File: src/rtl/ad9228_pkg.sv
// Shared types and constants for the AD9228 serial stream emulator.
package ad9228_pkg;

    // Word source selection, sampled on each load cycle.
    typedef enum logic [1:0] {
        MODE_STREAM  = 2'd0,
        MODE_CHECKER = 2'd1,
        MODE_RAMP    = 2'd2,
        MODE_FIXED   = 2'd3
    } mode_e;

    // Transmitter control state.
    typedef enum logic {
        ST_IDLE = 1'b0,
        ST_RUN  = 1'b1
    } state_e;

    // Checkerboard constants: the first checker word has its MSB set
    // and alternates towards the LSB (0xAAA for a 12-bit frame).
    localparam int   CHECKER_MAX_WIDTH = 32;
    localparam logic CHECKER_MSB       = 1'b1;

    function automatic logic [CHECKER_MAX_WIDTH-1:0] checker_word(input int width);
        logic [CHECKER_MAX_WIDTH-1:0] w;
        w = '0;
        for (int i = 0; i < CHECKER_MAX_WIDTH; i++) begin
            if (i < width) begin
                w[i] = (((width - 1 - i) % 2) == 0) ? CHECKER_MSB : ~CHECKER_MSB;
            end
        end
        return w;
    endfunction

endpackage

File: src/rtl/ad9228_pattern_gen.sv
// Word source for the serializer: stream pass-through with a held copy
// for underruns, checkerboard, ramp and fixed word. State advances only
// on a load strobe; `clear` marks the load that enters RUN from IDLE.
module ad9228_pattern_gen
    import ad9228_pkg::*;
#(
    parameter int                    DATA_WIDTH = 12,
    parameter logic [DATA_WIDTH-1:0] IDLE_WORD  = 12'h800
) (
    input  logic                  clk,
    input  logic                  rstn,
    input  logic                  load,
    input  logic                  clear,
    input  mode_e                 mode,
    input  logic [DATA_WIDTH-1:0] s_data,
    input  logic                  s_valid,
    output logic [DATA_WIDTH-1:0] word
);

    localparam logic [DATA_WIDTH-1:0] CHK_HI = DATA_WIDTH'(checker_word(DATA_WIDTH));
    localparam logic [DATA_WIDTH-1:0] CHK_LO = ~CHK_HI;

    logic [DATA_WIDTH-1:0] held_q;
    logic [DATA_WIDTH-1:0] ramp_q;
    logic                  chk_q;
    logic [DATA_WIDTH-1:0] ramp_cur;
    logic                  chk_cur;

    // On RUN entry the pattern state restarts, including for the entry load itself.
    assign ramp_cur = clear ? '0 : ramp_q;
    assign chk_cur  = clear ? 1'b0 : chk_q;

    // Word mux for the current load cycle.
    // NOTE: every output of a combinational block gets a default first so no latch is inferred.
    always_comb begin
        word = IDLE_WORD;
        case (mode)
            MODE_STREAM:  word = s_valid ? s_data : held_q;
            MODE_CHECKER: word = chk_cur ? CHK_LO : CHK_HI;
            MODE_RAMP:    word = ramp_cur;
            MODE_FIXED:   word = IDLE_WORD;
            default:      word = IDLE_WORD;
        endcase
    end

    // Pattern state update on each load.
    // NOTE: sequential state uses non-blocking assignments so all registers see pre-edge values.
    always_ff @(posedge clk or negedge rstn) begin
        if (!rstn) begin
            held_q <= '0;
            ramp_q <= '0;
            chk_q  <= 1'b0;
        end else if (load) begin
            ramp_q <= ramp_cur;
            chk_q  <= chk_cur;
            case (mode)
                MODE_STREAM:  if (s_valid) held_q <= s_data;
                MODE_CHECKER: chk_q  <= ~chk_cur;
                MODE_RAMP:    ramp_q <= ramp_cur + 1'b1;
                default:      ;
            endcase
        end
    end

endmodule

File: src/rtl/ad9228_serial_tx.sv
// AD9228-style single-lane serial transmitter: MSB-first data on din,
// frame clock fco (high for the first half of each frame) and bit clock
// dco with one edge centred in every bit. Frames run back to back.
module ad9228_serial_tx
    import ad9228_pkg::*;
#(
    parameter int                    DATA_WIDTH = 12,
    parameter int                    BIT_CYCLES = 2,
    parameter logic [DATA_WIDTH-1:0] IDLE_WORD  = 12'h800
) (
    input  logic                  clk,
    input  logic                  rstn,
    input  logic                  en,
    input  logic [1:0]            mode,
    input  logic [DATA_WIDTH-1:0] s_data,
    input  logic                  s_valid,
    output logic                  s_ready,
    output logic                  din,
    output logic                  fco,
    output logic                  dco,
    output logic                  frame_start,
    output logic                  underrun,
    output logic [15:0]           underrun_count
);

    localparam int PH_W = (BIT_CYCLES > 1) ? $clog2(BIT_CYCLES) : 1;
    localparam int BI_W = (DATA_WIDTH > 1) ? $clog2(DATA_WIDTH) : 1;

    localparam logic [PH_W-1:0] PH_LAST   = PH_W'(BIT_CYCLES - 1);
    localparam logic [PH_W-1:0] PH_TOGGLE = PH_W'(BIT_CYCLES / 2 - 1);
    localparam logic [BI_W-1:0] BI_LAST   = BI_W'(DATA_WIDTH - 1);
    localparam logic [BI_W-1:0] BI_HALF   = BI_W'(DATA_WIDTH / 2);

    state_e                state_q;
    state_e                state_d;
    logic [PH_W-1:0]       ph_q;
    logic [BI_W-1:0]       bi_q;
    logic [DATA_WIDTH-1:0] shift_q;
    logic [DATA_WIDTH-1:0] word;
    mode_e                 mode_sel;
    logic                  frame_last;
    logic                  load;
    logic                  entry;
    logic                  stream_load;

    assign mode_sel    = mode_e'(mode);
    assign frame_last  = (state_q == ST_RUN) && (ph_q == PH_LAST) && (bi_q == BI_LAST);
    assign stream_load = load && (mode_sel == MODE_STREAM);
    // Handshake is combinational on the load cycle; held low while in reset.
    assign s_ready     = rstn && stream_load;

    // State register.
    always_ff @(posedge clk or negedge rstn) begin
        if (!rstn) state_q <= ST_IDLE;
        else       state_q <= state_d;
    end

    // Next state and load-cycle decode; a frame always runs to its last cycle.
    always_comb begin
        state_d = state_q;
        load    = 1'b0;
        entry   = 1'b0;
        case (state_q)
            ST_IDLE: begin
                if (en) begin
                    load    = 1'b1;
                    entry   = 1'b1;
                    state_d = ST_RUN;
                end
            end
            ST_RUN: begin
                if (frame_last) begin
                    if (en) load    = 1'b1;
                    else    state_d = ST_IDLE;
                end
            end
            default: state_d = ST_IDLE;
        endcase
    end

    ad9228_pattern_gen #(
        .DATA_WIDTH (DATA_WIDTH),
        .IDLE_WORD  (IDLE_WORD)
    ) u_gen (
        .clk     (clk),
        .rstn    (rstn),
        .load    (load),
        .clear   (entry),
        .mode    (mode_sel),
        .s_data  (s_data),
        .s_valid (s_valid),
        .word    (word)
    );

    // Phase and bit-index counters describe the bit currently on din.
    always_ff @(posedge clk or negedge rstn) begin
        if (!rstn) begin
            ph_q <= '0;
            bi_q <= '0;
        end else if (load || state_d == ST_IDLE) begin
            ph_q <= '0;
            bi_q <= '0;
        end else if (ph_q == PH_LAST) begin
            ph_q <= '0;
            bi_q <= bi_q + 1'b1;
        end else begin
            ph_q <= ph_q + 1'b1;
        end
    end

    // Serial data and frame clock: new bit registered one cycle after the
    // load, then at every bit boundary.
    always_ff @(posedge clk or negedge rstn) begin
        if (!rstn) begin
            shift_q     <= '0;
            din         <= 1'b0;
            fco         <= 1'b0;
            frame_start <= 1'b0;
        end else begin
            frame_start <= load;
            if (load) begin
                shift_q <= word << 1;
                din     <= word[DATA_WIDTH-1];
                fco     <= 1'b1;
            end else if (state_d == ST_IDLE) begin
                din <= 1'b0;
                fco <= 1'b0;
            end else if (ph_q == PH_LAST) begin
                shift_q <= shift_q << 1;
                din     <= shift_q[DATA_WIDTH-1];
                fco     <= (bi_q + 1'b1) < BI_HALF;
            end
        end
    end

    // Bit clock toggles mid-bit; an even count per frame leaves it low at frame start.
    always_ff @(posedge clk or negedge rstn) begin
        if (!rstn) begin
            dco <= 1'b0;
        end else if (state_d == ST_IDLE) begin
            dco <= 1'b0;
        end else if (state_q == ST_RUN && ph_q == PH_TOGGLE) begin
            dco <= ~dco;
        end
    end

    // Underrun pulse and saturating count for stream loads without a word.
    always_ff @(posedge clk or negedge rstn) begin
        if (!rstn) begin
            underrun       <= 1'b0;
            underrun_count <= '0;
        end else begin
            underrun <= stream_load && !s_valid;
            if (stream_load && !s_valid && underrun_count != 16'hFFFF) begin
                underrun_count <= underrun_count + 16'd1;
            end
        end
    end

endmodule

File: config.mk
export PLATFORM = sky130hd
export DESIGN_NAME = ad9228_serial_tx
export DESIGN_NICKNAME = d
export VERILOG_FILES = /design/src/rtl/ad9228_pkg.sv /design/src/rtl/ad9228_pattern_gen.sv /design/src/rtl/ad9228_serial_tx.sv
export SDC_FILE = /design/constraint.sdc
export NUM_CORES = 1
export LEC_CHECK = 0
export CAP_MARGIN = 30
export CORE_MARGIN = 3
export CORE_UTILIZATION = 60
export DETAILED_ROUTE_END_ITERATION = 8
export GPL_ROUTABILITY_DRIVEN = 0
export GPL_TIMING_DRIVEN = 0
export HOLD_SLACK_MARGIN = 0.05
export PLACE_DENSITY_LB_ADDON = 0.15
export SYNTH_ARGS = -nofsm -noshare
export SYNTH_HDL_FRONTEND = slang
export SYNTH_SLANG_ARGS = --single-unit
File: constraint.sdc
create_clock -name clk -period 3.7 [get_ports clk]
set_clock_uncertainty 0.15 [all_clocks]
set_input_delay 0.925 -clock clk [delete_from_list [all_inputs] [get_ports clk]]
set_output_delay 0.925 -clock clk [all_outputs]
set_load 0.005 [all_outputs]
* Yosys cells after proc, flatten, opt, wreduce, memory -nomap -nowiden *
Index checks and enable logic that the tools add are counted.

cells by class
  add/sub/neg operators = 4
  $lt $le $gt $ge = 1
  equal/unequal tests = 7
  mux-type cells = 28
  bitwise gates (word level) = 5
  reductions and logical operators = 15

operators by type and width
  cell                                                        count
  two-way mux 12 bit                                          7
  case mux 12 bit (4 select lines)                            1
  adder 16 x 1 -> 16 bit, second input constant               1
  two-way mux 1 bit                                           16
  inequality test 16 bit, second input constant               1
  adder 12 x 1 -> 12 bit, second input constant               1
  two-way mux 4 bit                                           2
  logical AND 1 bit                                           7
  nonzero test 2 bit                                          3
  NOT 1 bit                                                   5
  adder 4 x 1 -> 4 bit, second input constant                 1
  equality test 2 bit, second input constant                  2
  equality test 4 bit, second input constant                  1
  less-than comparator 4 x 3 -> 1 bit, second input constant  1
  case mux 1 bit (2 select lines)                             2
  AND reduction 2 bit                                         2
  inequality test 3 x 1 -> 1 bit, second input constant       1
  equality test 2 x 1 -> 1 bit, second input constant         1
  zero test 2 bit                                             1
  inequality test 2 x 1 -> 1 bit, second input constant       1
  adder 1 bit, second input constant                          1
  zero test 1 bit                                             1
  logical OR 1 bit                                            1

word-level totals
  register bits = 64
  input bits = 18

* Longest topological paths before layout *
Gate-level depths: netlist (run 1).

  depth after elaboration = 7
  depth in mapped cells = 10

* Modules after synthesis *
A second synthesis (run 1) with hierarchy kept.

second synthesis, totals
  cells, all modules = 304
  area total of the unflattened synthesis = 3352.0 um^2

by module, submodules not included
  module              instances  cells each  area an instance (um^2)  seq. area each (um^2)
  ad9228_serial_tx    1          154         1740.4                   950.9
  ad9228_pattern_gen  1          150         1611.5                   625.6

* Least setup slack after synthesis (run 1) *
Ideal clock, no wire load.

  kind = input -> output
  from = input port mode[1]
  to = output port s_ready
  arrival = 1.830 ns
  data required time = 2.625 ns
  setup slack = 0.795 ns
  stages on the path = 5
  buffers on the path = 2
  cells stage by stage = buf_2 nor2_1 nand2_1 clkbuf_1 nor3b_1

between the ends
  longest elaborated chain between the ends = 3

ends and longest elaborated chain
  item                line                    RTL
  start: declaration  ad9228_serial_tx.sv:14  input logic [1:0] mode,
  zero test 2 bit     ad9228_serial_tx.sv:48  assign stream_load = load && (mode_sel == MODE_STREAM);
  logical AND 1 bit   ad9228_serial_tx.sv:48
  logical AND 1 bit   ad9228_serial_tx.sv:50  assign s_ready = rstn && stream_load;
  end: declaration    ad9228_serial_tx.sv:17  output logic s_ready,

No other way between the ends.

* Worst setup path in the final report (run 1) *
  from = input port en
  to = output port s_ready

between the ends
  longest elaborated chain between the ends = 5

ends and longest elaborated chain
  item                                 line                                            RTL
  start: declaration                   ad9228_serial_tx.sv:13                          input logic en,
  two-way mux 1 bit (*)                ad9228_serial_tx.sv:65, ad9228_serial_tx.sv:73
  two-way mux 1 bit                    ad9228_serial_tx.sv:72                          if (frame_last) begin
  case mux 1 bit (2 select lines) (*)  ad9228_serial_tx.sv:63                          case (state_q)
  logical AND 1 bit (*)                ad9228_serial_tx.sv:48
  logical AND 1 bit (*)                ad9228_serial_tx.sv:50

Mark *: on every way between the ends. The rest lies on a longest branch, timed or not.

==> results of run 1 <==
area by class of cell:
type | instances | area (um2) | area share [%]
Sequential cell | 63 | 1580 | 38.9
Buffer | 14 | 76.3 | 1.88
Clock buffer | 11 | 151 | 3.74
Tap cell | 70 | 87.6 | 2.16
Inverter | 8 | 30.0 | 0.741
Timing Repair Buffer | 37 | 365 | 9.02
Clock inverter | 4 | 45.0 | 1.11
Multi-Input combinational cell | 241 | 1720 | 42.4
registers in the layout, summed over array words and instances (netlist names):
register	flops
underrun_count	16
u_gen.held_q	12
u_gen.ramp_q	12
shift_q	11
bi_q	4
dco	1
din	1
fco	1
frame_start	1
ph_q	1
state_q	1
u_gen.chk_q	1
underrun	1
per-stage QoR:
step	instances	hold slack, ps	setup slack, ps	power, uW	utilization [%]
2_1_floorplan	327	298	795	1390	-
3_3_place_gp	433	319	-1730	1560	72.7
3_5_place_dp	433	329	-186	1590	72.7
4_1_cts	449	344	8.48	2210	76.8
5_1_grt	448	356	8.66	2340	76.9
6_report	448	343	159	2200	76.9
worst max path at each step:
stage                     startpoint      end  slack (ps)  cells past startpoint
after floorplan              mode[1]  s_ready         790                      5
after global placement          rstn  s_ready       -1730                      3
after detailed placement          en  s_ready        -190                      5
after CTS                    bi_q[1]  s_ready           8                      8
after global routing              en  s_ready           9                      5
final                             en  s_ready         160                      5
metal layers:
layer,global-route usage [%],vias to the layer above,wire (um)
li1,-,1264,-
met1,32.1,1278,3320
met5,0,-,0
met3,4.66,12,305
met2,38.8,54,3280
met4,10.1,0,124
kinds of logic (layout without fill, tap and decap cells):
family,after synthesis,in the layout,synth area share (%)
adder cells (fa/ha/maj),6,6,2.22
multiplexers,25,25,7.87
buffers and inverters,23,74,3.29
flip-flops,63,63,46.6
XOR/XNOR,22,22,5.69
AO/OA/AOI/OAI,63,63,13.6
AND/OR/NAND/NOR,125,125,20.8
worst register-to-register path: stages, from the launching register on:
cell	delay (ps)
dfrtp_1	400
buf_2	250
or2b_1	300
and2_1	210
ha_1	180
nand3b_1	70
nor4_1	470
nand4_1	190
xor2_1	160
nor2_1	50
where the power goes:
part / internal [uW] / total (uW) / switching, uW
registers: 835 / 935 / 100
clock network: 341 / 604 / 263
logic: 328 / 665 / 337
synth_stat cells, types with 2 or more instances:
| cell type | instances |
|---|---|
| mux2i_1 | 12 |
| inv_1 | 8 |
| mux2_2 | 13 |
| o21ai_0 | 9 |
| a21oi_1 | 17 |
| ha_1 | 6 |
| a21boi_0 | 2 |
| o2111ai_1 | 10 |
| nor2b_1 | 5 |
| nand4_1 | 10 |
| nor4_4 | 2 |
| buf_4 | 2 |
| and3_1 | 3 |
| nand3b_1 | 4 |
| xor2_1 | 10 |
| o211ai_1 | 2 |
| nor2_1 | 18 |
| xnor2_1 | 12 |
| clkbuf_1 | 4 |
| o21a_1 | 10 |
| and2_1 | 5 |
| buf_2 | 8 |
| nor3b_1 | 2 |
| nand3_1 | 10 |
| a31oi_1 | 3 |
| nand2_1 | 41 |
| dfrtp_1 | 63 |
| nand2b_1 | 4 |
| or3_1 | 11 |
timing repair:
item | in CTS | in global routing
gates resized for setup | 3 | 3
setup buffers | 1 | 0
endpoints found under the hold margin | 0 | 0
setup endpoints to repair | 1 | 1
==> summary.txt, run 1 <==
Run status
  – Outcome: finished clean

Critical path
  – Worst reg-to-reg path cell count: 9
  – CP max stage cell: clkdlybuf4s50_1
  – Slowest stage delay, CP: 520 ps
  – Reg-to-Reg Start: state_q
  – Worst path required time: ~2600 ps
  – Crit. End Element: output pin
  – CP Class: primary input to output pin
  – Crit path max-delay family: buffers and inverters
  – Max FO, Critical Path: 10
  – CP Cell Sequence: clkdlybuf4s15_1, nand2_1, clkbuf_1, nor3b_2, clkdlybuf4s50_1
  – R2R setup slack: around 1200 ps
  – R2r endpoint: u_gen.ramp_q[8]
  – Critical path buffers and inverters: 3
  – CP Launch Type: primary input
  – Critical path arrival: 2470 ps

Route
  – Pre-antenna DRT Iters: 7
  – Vias post-DR: around 2600
  – DRC violations left: 0
  – Routed WL: ~7 mm
  – Wire length per cell: 15.7 um
  – Via-to-Cell Ratio: 5.82
  – DRT iter0 DRCs: ~150
  – ANT nets after route: 0

Timing
  – Fin Setup TNS: 0 ps
  – Final Hold Viols: 0
  – Tmin final: 3540 ps
  – Final Slew Violations: 0
  – Slew HR: a little under half
  – Tightest Pin Transition: approximately 800 ps
  – Fmax: 282 MHz
  – Final worst path period share: 95.7%
  – Setup violations, final: 0
  – RSZ-0062 raised after global routing: no

GRT
  – Largest net degree at the start of global routing: 65
  – Initial antenna violation count: 0
  – All-layer global routing usage: 24.2%
  – Number of global-route vias before repair: approximately 2600
  – Total gr overflow: 0
  – First-pass GRT wire length: 12.2 mm

Floorplanning
  – Die ar.: 6580 um2
  – Cell row count: 26
  – Top-level I/O count: 40
  – Starting density of the core: 64.2%
  – Core area: 5270 um2
  – DIE HEIGHT: 81.1 um
  – Die W: 81.1 um

Finish
  – Antenna cell count: 0
  – Most frequent cells in the layout: dfrtp_1, nand2_1, clkdlybuf4s50_1
  – Finished Cell Area: 4050 um2
  – Area Growth Syn to Fin: 19.6%
  – Layout cells sized above 1: 14.6%
  – Layout net count: 398
  – Filler cells: 384
  – Most common cell after layout, fill and taps aside: dfrtp_1

Power
  – P_leak: around 0.0018 uW
  – Peak supply drop: roughly 0.41 mV
  – Power Density: 544 nW/um2

Clock network
  – Clock transition at path regs: 70 ps
  – H-tree Lvls: 3
  – Clock Path Buffers: 2
  – Clock tree sinks: 63
  – Clk_lat worst skew: around 340 ps
  – CTS tree: yes
  – CTS Hold Bufs: 0
  – TritonCTS Buffers: 9
  – Clock root buffer: clkbuf_8

Synthesis
  – FFs w/ async S/R, synth: 100%
  – Primary FF master, synth: dfrtp_1
  – Top cells by area, synth: dfrtp_1, nand2_1, mux2_2
  – Seq/Total Area, Yosys: 46.6%
  – Syn. warnings: 0
  – Post-Syn Instances: ~330
  – #FFs+latches synth: 63
  – Area share of the leading cell type in the synthesized netlist: 46.6%
  – Synth unique cells: 50
  – Cell taking the most area after synthesis: dfrtp_1
  – Syn_area_per_cell: 10.4 um2
  – Syn nets: 351
  – Synth Cell Area: 3390 um2
  – Post-synth EDFFs: 0

Placed design
  – IO buf count: 36
  – Post-DP Area: roughly 3800 um2
  – DP HPWL: 4.93 mm

Hold path
  – HP Class: flop to flop
  – Worst hold stages: 1
  – Hold Path Sink: shift_q[8]
  – HP Start: shift_q[8]

Run
  – Maxcap violations: 0
Note: power is estimated with default switching activity, not from simulation.
==> inputs of run 2 (changes only) <==
--- a/config.mk
+++ b/config.mk
@@ -5,14 +5,15 @@
 export SDC_FILE = /design/constraint.sdc
 export NUM_CORES = 1
 export LEC_CHECK = 0
-export CAP_MARGIN = 30
 export CORE_MARGIN = 3
 export CORE_UTILIZATION = 60
+export CTS_BUF_LIST = sky130_fd_sc_hd__clkbuf_2 sky130_fd_sc_hd__clkbuf_4 sky130_fd_sc_hd__clkbuf_8
 export DETAILED_ROUTE_END_ITERATION = 8
 export GPL_ROUTABILITY_DRIVEN = 0
 export GPL_TIMING_DRIVEN = 0
 export HOLD_SLACK_MARGIN = 0.05
 export PLACE_DENSITY_LB_ADDON = 0.15
+export RECOVER_POWER = 100
 export SYNTH_ARGS = -nofsm -noshare
 export SYNTH_HDL_FRONTEND = slang
 export SYNTH_SLANG_ARGS = --single-unit
==> run 2 against run 1 <==
Compared with the run above: global-route usage unchanged; sequential cell count did not move; die area unchanged; critical path depth is the same; hold slack got worse by 1.3 ps; critical path type unchanged; largest cell class unchanged.
==> summary.txt, run 2 (synthesis gave the netlist of run 1 again) <==
Run status
  – Outcome: finished clean

Power
  – Switch Pwr: 684 uW (-2.3%)
  – Reg power frac: 42.9% (+0.5 points)
  – Peak supply drop: 0.407 mV (-1.8%)
  – P_leak: 0.00183 uW (+2.0%)
  – Gate power share: 29.4% (-0.8 points)
  – Power share of the clock group: 27.7% (+0.3 points)
  – Sw frac: 31.6% (-0.18 points)
  – Power Density: 546 nW/um2 (+0.28%)
  – Pint: 1480 uW (-1.5%)

Finish
  – Finished Cell Area: 3970 um2 (-2.0%)
  – Filler cells: 394 (+2.6%)
  – Most common cell after layout, fill and taps aside: dfrtp_1
  – Antenna cell count: 0 (unchanged)
  – Most frequent cells in the layout: dfrtp_1, nand2_1, dlygate4sd3_1
  – Area Growth Syn to Fin: 17.2%
  – Register with the most flip-flops: underrun_count
  – Area of the multi-input gates: 1640 um2 (-4.5%)
  – Largest regs: underrun_count: 16 flops, u_gen.held_q: 12 flops, u_gen.ramp_q: 12 flops
  – Max reg flops: 16 (unchanged)
  – Layout net count: 398 (unchanged)
  – FF/Latch Area: 1580 um2 (unchanged)
  – Layout cells sized above 1: 12.2% (-2.4 points)

Critical path
  – CP Class: primary input to output pin
  – Critical path arrival: 2440 ps (-30 ps)
  – R2R setup slack: 860 ps (-290 ps)
  – CP Launch Type: primary input
  – Crit. End Element: output pin
  – Worst path required time: 2620 ps (about the same)
  – Max FO, Critical Path: 10 (unchanged)

Floorplanning
  – DIE HEIGHT: 81.1 um (unchanged)
  – Starting density of the core: 64.2% (unchanged)
  – Cell row count: 26 (unchanged)
  – Top-level I/O count: 40 (unchanged)
  – Core area: 5270 um2 (unchanged)
  – Die W: 81.1 um (unchanged)
  – Die ar.: 6580 um2 (unchanged)

Route
  – DRT iter0 DRCs: 146 (unchanged)
  – Pre-antenna DRT Iters: 4 (-3)
  – DRC violations left: 0 (unchanged)
  – Via-to-Cell Ratio: 5.75 (-1.3%)
  – Wire length per cell: 15.6 um (-0.41%)
  – Routed WL: 7.00 mm (-0.41%)
  – Vias post-DR: 2575 (-1.3%)
  – ANT nets after route: 0 (unchanged)

Placed design
  – IO buf count: 36 (unchanged)
  – DP HPWL: 4.93 mm (unchanged)
  – Pre-CTS setup slack: -186 ps (unchanged)
  – Post-DP Area: 3830 um2 (unchanged)

Clock network
  – Clk_lat worst skew: 340 ps (about the same)
  – TritonCTS Buffers: 9 (unchanged)
  – Clock Path Buffers: 2 (unchanged)
  – H-tree Lvls: 3 (unchanged)
  – CTS tree: yes
  – CTS Hold Bufs: 0 (unchanged)
  – Clock tree sinks: 63 (unchanged)
  – Clock root buffer: clkbuf_8
  – Clock transition at path regs: 70 ps (about the same)

Timing
  – Tightest Pin Transition: 1130 ps (+334 ps)
  – Tmin final: 3510 ps (-30.4 ps)
  – Slew HR: 22.5% (-24 points)
  – RSZ-0062 raised after global routing: no
  – Fmax: 285 MHz (+0.87%)
  – Final Slew Violations: 0 (unchanged)
  – Final Hold Viols: 0 (unchanged)
  – Final WS setup: 189 ps (+30.4 ps)
  – Final worst path period share: 94.9% (-0.82 points)
  – Setup violations, final: 0 (unchanged)

GRT
  – Largest net degree at the start of global routing: 65 (unchanged)
  – All-layer global routing usage: 24.2% (unchanged)
  – First-pass GRT wire length: 12.2 mm (unchanged)
  – Met1 usage: 32.1% (unchanged)
  – Initial antenna violation count: 0 (unchanged)
  – Met2 GRT Util: 38.8% (unchanged)
  – Met3 GRT Util: 4.66% (unchanged)
  – Number of global-route vias before repair: 2593 (unchanged)
  – Most Crowded Layer GR: met2
  – Total gr overflow: 0 (unchanged)

Hold path
  – HP Class: flop to flop

Run
  – Maxcap violations: 0 (unchanged)
==> run 2: changes by cell type in the layout (fill, tap and decap cells not counted), moves of 2 or more <==
cell	before	now
clkbuf_1	4	6
and2_0	0	3
and2_1	5	2
clkdlybuf4s50_1	34	13
dlygate4sd3_1	0	21
==> run 2: per-layer routing <==
metal / wire, um / up-vias
li1: - / 1263
met1: 3380 / 1245
met2: 3270 / 56
met3: 247 / 11
met4: 98 / 0
met5: 0 / -
==> run 2: timing repair <==
action / in CTS / in global routing
buffers inserted: 1 / 0
gates resized for setup: 3 / 3
endpoints found under the setup margin: 1 / 1
==> run 2: critical path, cell delays in order <==
cell             delay (ps)
clkdlybuf4s15_1         400
nand2_1                 170
clkbuf_1                230
nor3b_2                 190
clkdlybuf4s50_1         520
==> run 2: final cells by class <==
type / count / share of cell area (%)
clock inverter: 4 / 1.14
buffer: 14 / 1.80
sequential: 63 / 39.7
timing repair buffer: 37 / 9.21
tap: 70 / 2.21
inverter: 8 / 0.757
multi-input combinational: 241 / 41.3
clock buffer: 11 / 3.82
==> run 2: through the flow <==
step	setup TNS, ps	total power, uW	hold slack (ps)	utilization, %	instances
final	0	2170	342	75.3	448
after global routing	0	2300	356	75.3	448
after CTS	0	2210	344	76.8	449
after detailed placement	-186	1590	329	72.7	433
after global placement	-33140	1560	319	72.7	433
after floorplan	0	1390	298	-	327
==> run 2: worst paths after layout <==
path,end,cells after the start,from
worst max-delay path,s_ready,5,en
worst min-delay path,shift_q[8],1,shift_q[8]
worst max register to register,u_gen.ramp_q[11],6,bi_q[1]
worst min register to register,shift_q[8],1,shift_q[8]
max in group asynchronous,underrun,1,rstn
min in group asynchronous,bi_q[1],1,rstn
==> run 2: power groups by stage <==
stage	clock [uW]	sequential, uW	combinational (uW)
6_report	600	929	636
5_1_grt	634	945	724
4_1_cts	607	936	669
3_5_place_dp	0	946	640
3_3_place_gp	0	936	621
2_1_floorplan	0	924	464
==> inputs of run 3 (changes only) <==
--- a/config.mk
+++ b/config.mk
@@ -6,7 +6,7 @@
 export NUM_CORES = 1
 export LEC_CHECK = 0
 export CORE_MARGIN = 3
-export CORE_UTILIZATION = 60
+export CORE_UTILIZATION = 58
 export CTS_BUF_LIST = sky130_fd_sc_hd__clkbuf_2 sky130_fd_sc_hd__clkbuf_4 sky130_fd_sc_hd__clkbuf_8
 export DETAILED_ROUTE_END_ITERATION = 8
 export GPL_ROUTABILITY_DRIVEN = 0
==> constraint.sdc (replaced) <==
create_clock -name clk -period 3.8 [get_ports clk]
set_clock_uncertainty 0.15 [all_clocks]
set_input_delay 0.95 -clock clk [delete_from_list [all_inputs] [get_ports clk]]
set_output_delay 0.95 -clock clk [all_outputs]
set_load 0.005 [all_outputs]
==> run 3 against run 2 <==
Compared with the run above: non-clock buffer count increased by 2; wire length rose by 0.93%; largest cell class unchanged; via count is 0.82% higher; cell count is 1.1% higher; first-iteration DRC count up 58%; register-to-register slack better by 150 ps.
==> summary.txt, run 3 (synthesis gave the netlist of run 1 again) <==
GRT
  – Total gr overflow: 0 (unchanged)
  – Initial antenna violation count: 0 (unchanged)
  – All-layer global routing usage: 23.2% (-0.96 points)
  – First-pass GRT wire length: 11.9 mm (-2.0%)
  – Number of global-route vias before repair: 2505 (-3.4%)
  – Largest net degree at the start of global routing: 65 (unchanged)

Critical path
  – R2R setup slack: 1010 ps (+150 ps)
  – Worst reg-to-reg path cell count: 7 (+1)
  – Crit path max-delay family: buffers and inverters
  – CP max stage cell: clkdlybuf4s50_1
  – CP startpoint: en
  – Max FO, Critical Path: 10 (unchanged)
  – Slowest stage delay, CP: 520 ps (about the same)
  – Worst path required time: 2700 ps (+80 ps)
  – Critical path buffers and inverters: 3 (unchanged)
  – Critical path arrival: 2460 ps (+20 ps)
  – CP Launch Type: primary input
  – Crit path to: s_ready
  – R2r endpoint: u_gen.held_q[6]
  – Levels on crit path: 5 (unchanged)
  – CP Class: primary input to output pin
  – Crit. End Element: output pin
  – CP Cell Sequence: dlygate4sd2_1, nand2_1, clkbuf_1, nor3b_2, clkdlybuf4s50_1
  – Reg-to-Reg Start: bi_q[0]

Finish
  – Layout net count: 400 (+0.50%)
  – Post-Layout Cell Count: 453 (+1.1%)
  – Filler cells: 421 (+6.9%)
  – Finished Cell Area: 3990 um2 (+0.54%)
  – Most common cell after layout, fill and taps aside: dfrtp_1
  – Largest regs: underrun_count: 16 flops, u_gen.held_q: 12 flops, u_gen.ramp_q: 12 flops
  – Max reg flops: 16 (unchanged)
  – Layout cells sized above 1: 12.1% (-0.096 points)
  – Register with the most flip-flops: underrun_count
  – Antenna cell count: 0 (unchanged)
  – Area Growth Syn to Fin: 17.8%
  – Most frequent cells in the layout: dfrtp_1, nand2_1, dlygate4sd3_1

Timing
  – Setup violations, final: 0 (unchanged)
  – Tightest Pin Transition: 1050 ps (-83.2 ps)
  – Final WS setup: 241 ps (+52.2 ps)
  – Final Slew Violations: 0 (unchanged)
  – Min Hold Slack: 337 ps (-4.96 ps)
  – RSZ-0062 raised after global routing: no
  – Final worst path period share: 93.7%
  – Final Hold Viols: 0 (unchanged)
  – Fmax: 281 MHz
  – Slew HR: 28.2% (+5.7 points)
  – Tmin final: 3560 ps

Floorplanning
  – Top-level I/O count: 40 (unchanged)
  – DIE HEIGHT: 82.4 um (+1.6%)
  – Die ar.: 6790 um2 (+3.2%)
  – Cell row count: 27 (+3.8%)
  – Die W: 82.4 um (+1.6%)
  – Core area: 5570 um2 (+5.8%)
  – Starting density of the core: 60.7% (-3.5 points)

Clock network
  – Clock root buffer: clkbuf_8
  – TritonCTS Buffers: 9 (unchanged)
  – Clock transition at path regs: 70 ps (about the same)
  – Clock tree sinks: 63 (unchanged)
  – Clock Path Buffers: 2 (unchanged)
  – H-tree Lvls: 3 (unchanged)
  – CTS tree: yes
  – CTS Hold Bufs: 0 (unchanged)
  – Clk_lat worst skew: 340 ps (about the same)

Power
  – P_leak: 0.00184 uW (+0.43%)
  – Total power: 2160 uW (-0.26%)
  – Power Density: 541 nW/um2 (-0.79%)
  – Peak supply drop: 0.406 mV (-0.29%)

Placed design
  – IO buf count: 36 (unchanged)
  – Placed cell count: 435 (+0.46%)
  – Post-DP Area: 3830 um2 (about the same)
  – DP HPWL: 4.97 mm (+0.77%)
  – Pre-CTS setup slack: -135 ps (+51.4 ps)

Route
  – Pre-antenna DRT Iters: 4 (unchanged)
  – Via-to-Cell Ratio: 5.73 (-0.30%)
  – ANT nets after route: 0 (unchanged)
  – Routed WL: 7.06 mm (+0.93%)
  – DRC violations left: 0 (unchanged)
  – Wire length per cell: 15.6 um (-0.18%)
  – DRT iter0 DRCs: 231 (+58%)
  – Vias post-DR: 2596 (+0.82%)

Run
  – Maxcap violations: 0 (unchanged)

Hold path
  – HP Class: flop to flop

Run status
  – Outcome: finished clean
## run 3: tightest hold or removal path, cell delays in order, from the launching register on
cell	delay, ps
dfrtp_1	340
nand2_1	50
o21ai_0	60
## run 3: layout make-up
type	count	area, um2	share of cell area [%]
multi-input combinational	241	1630	40.9
sequential	63	1580	39.5
timing repair buffer	39	379	9.50
clock buffer	13	173	4.33
tap	72	90.1	2.26
buffer	14	70.1	1.76
clock inverter	3	40.0	1.00
inverter	8	30.0	0.753
## run 3: timing repair
item | 4_1_cts | 5_1_grt
resized for setup | 3 | 2
setup endpoints to repair | 1 | 1
pin swaps | 0 | 1
setup buffers | 0 | 3
## run 3: worst min path at each step
stage	startpoint	to	slack, ps	depth (start not counted)
after floorplan	u_gen.chk_q	u_gen.chk_q	300	2
after global placement	u_gen.chk_q	u_gen.chk_q	320	2
after detailed placement	u_gen.chk_q	u_gen.chk_q	320	2
after CTS	u_gen.chk_q	u_gen.chk_q	340	2
after global routing	shift_q[2]	shift_q[2]	360	1
final	u_gen.chk_q	u_gen.chk_q	340	2
## run 3: where the power goes
part	leakage, uW	total, uW	switching (uW)	internal (uW)
Sequential	0.000810	908	94.7	813
Combinational	0.000915	632	326	306
Clock	0.000113	620	258	362
Total	0.00184	2160	679	1480
## run 3: metal layers
layer  vias to the layer above  share of wire, %  GRT usage (%)
li1                       1270                 -              -
met1                      1253                47           31.8
met2                        60                47           35.8
met3                        13               4.1           4.56
met4                         0               1.6           9.97
met5                         -                 0              0
## run 3: metrics by stage
step	setup TNS, ps	util, %
after floorplan	0	-
after global placement	-29780	68.8
after detailed placement	-135	68.8
after CTS	0	72.8
after global routing	0	71.6
final	0	71.6
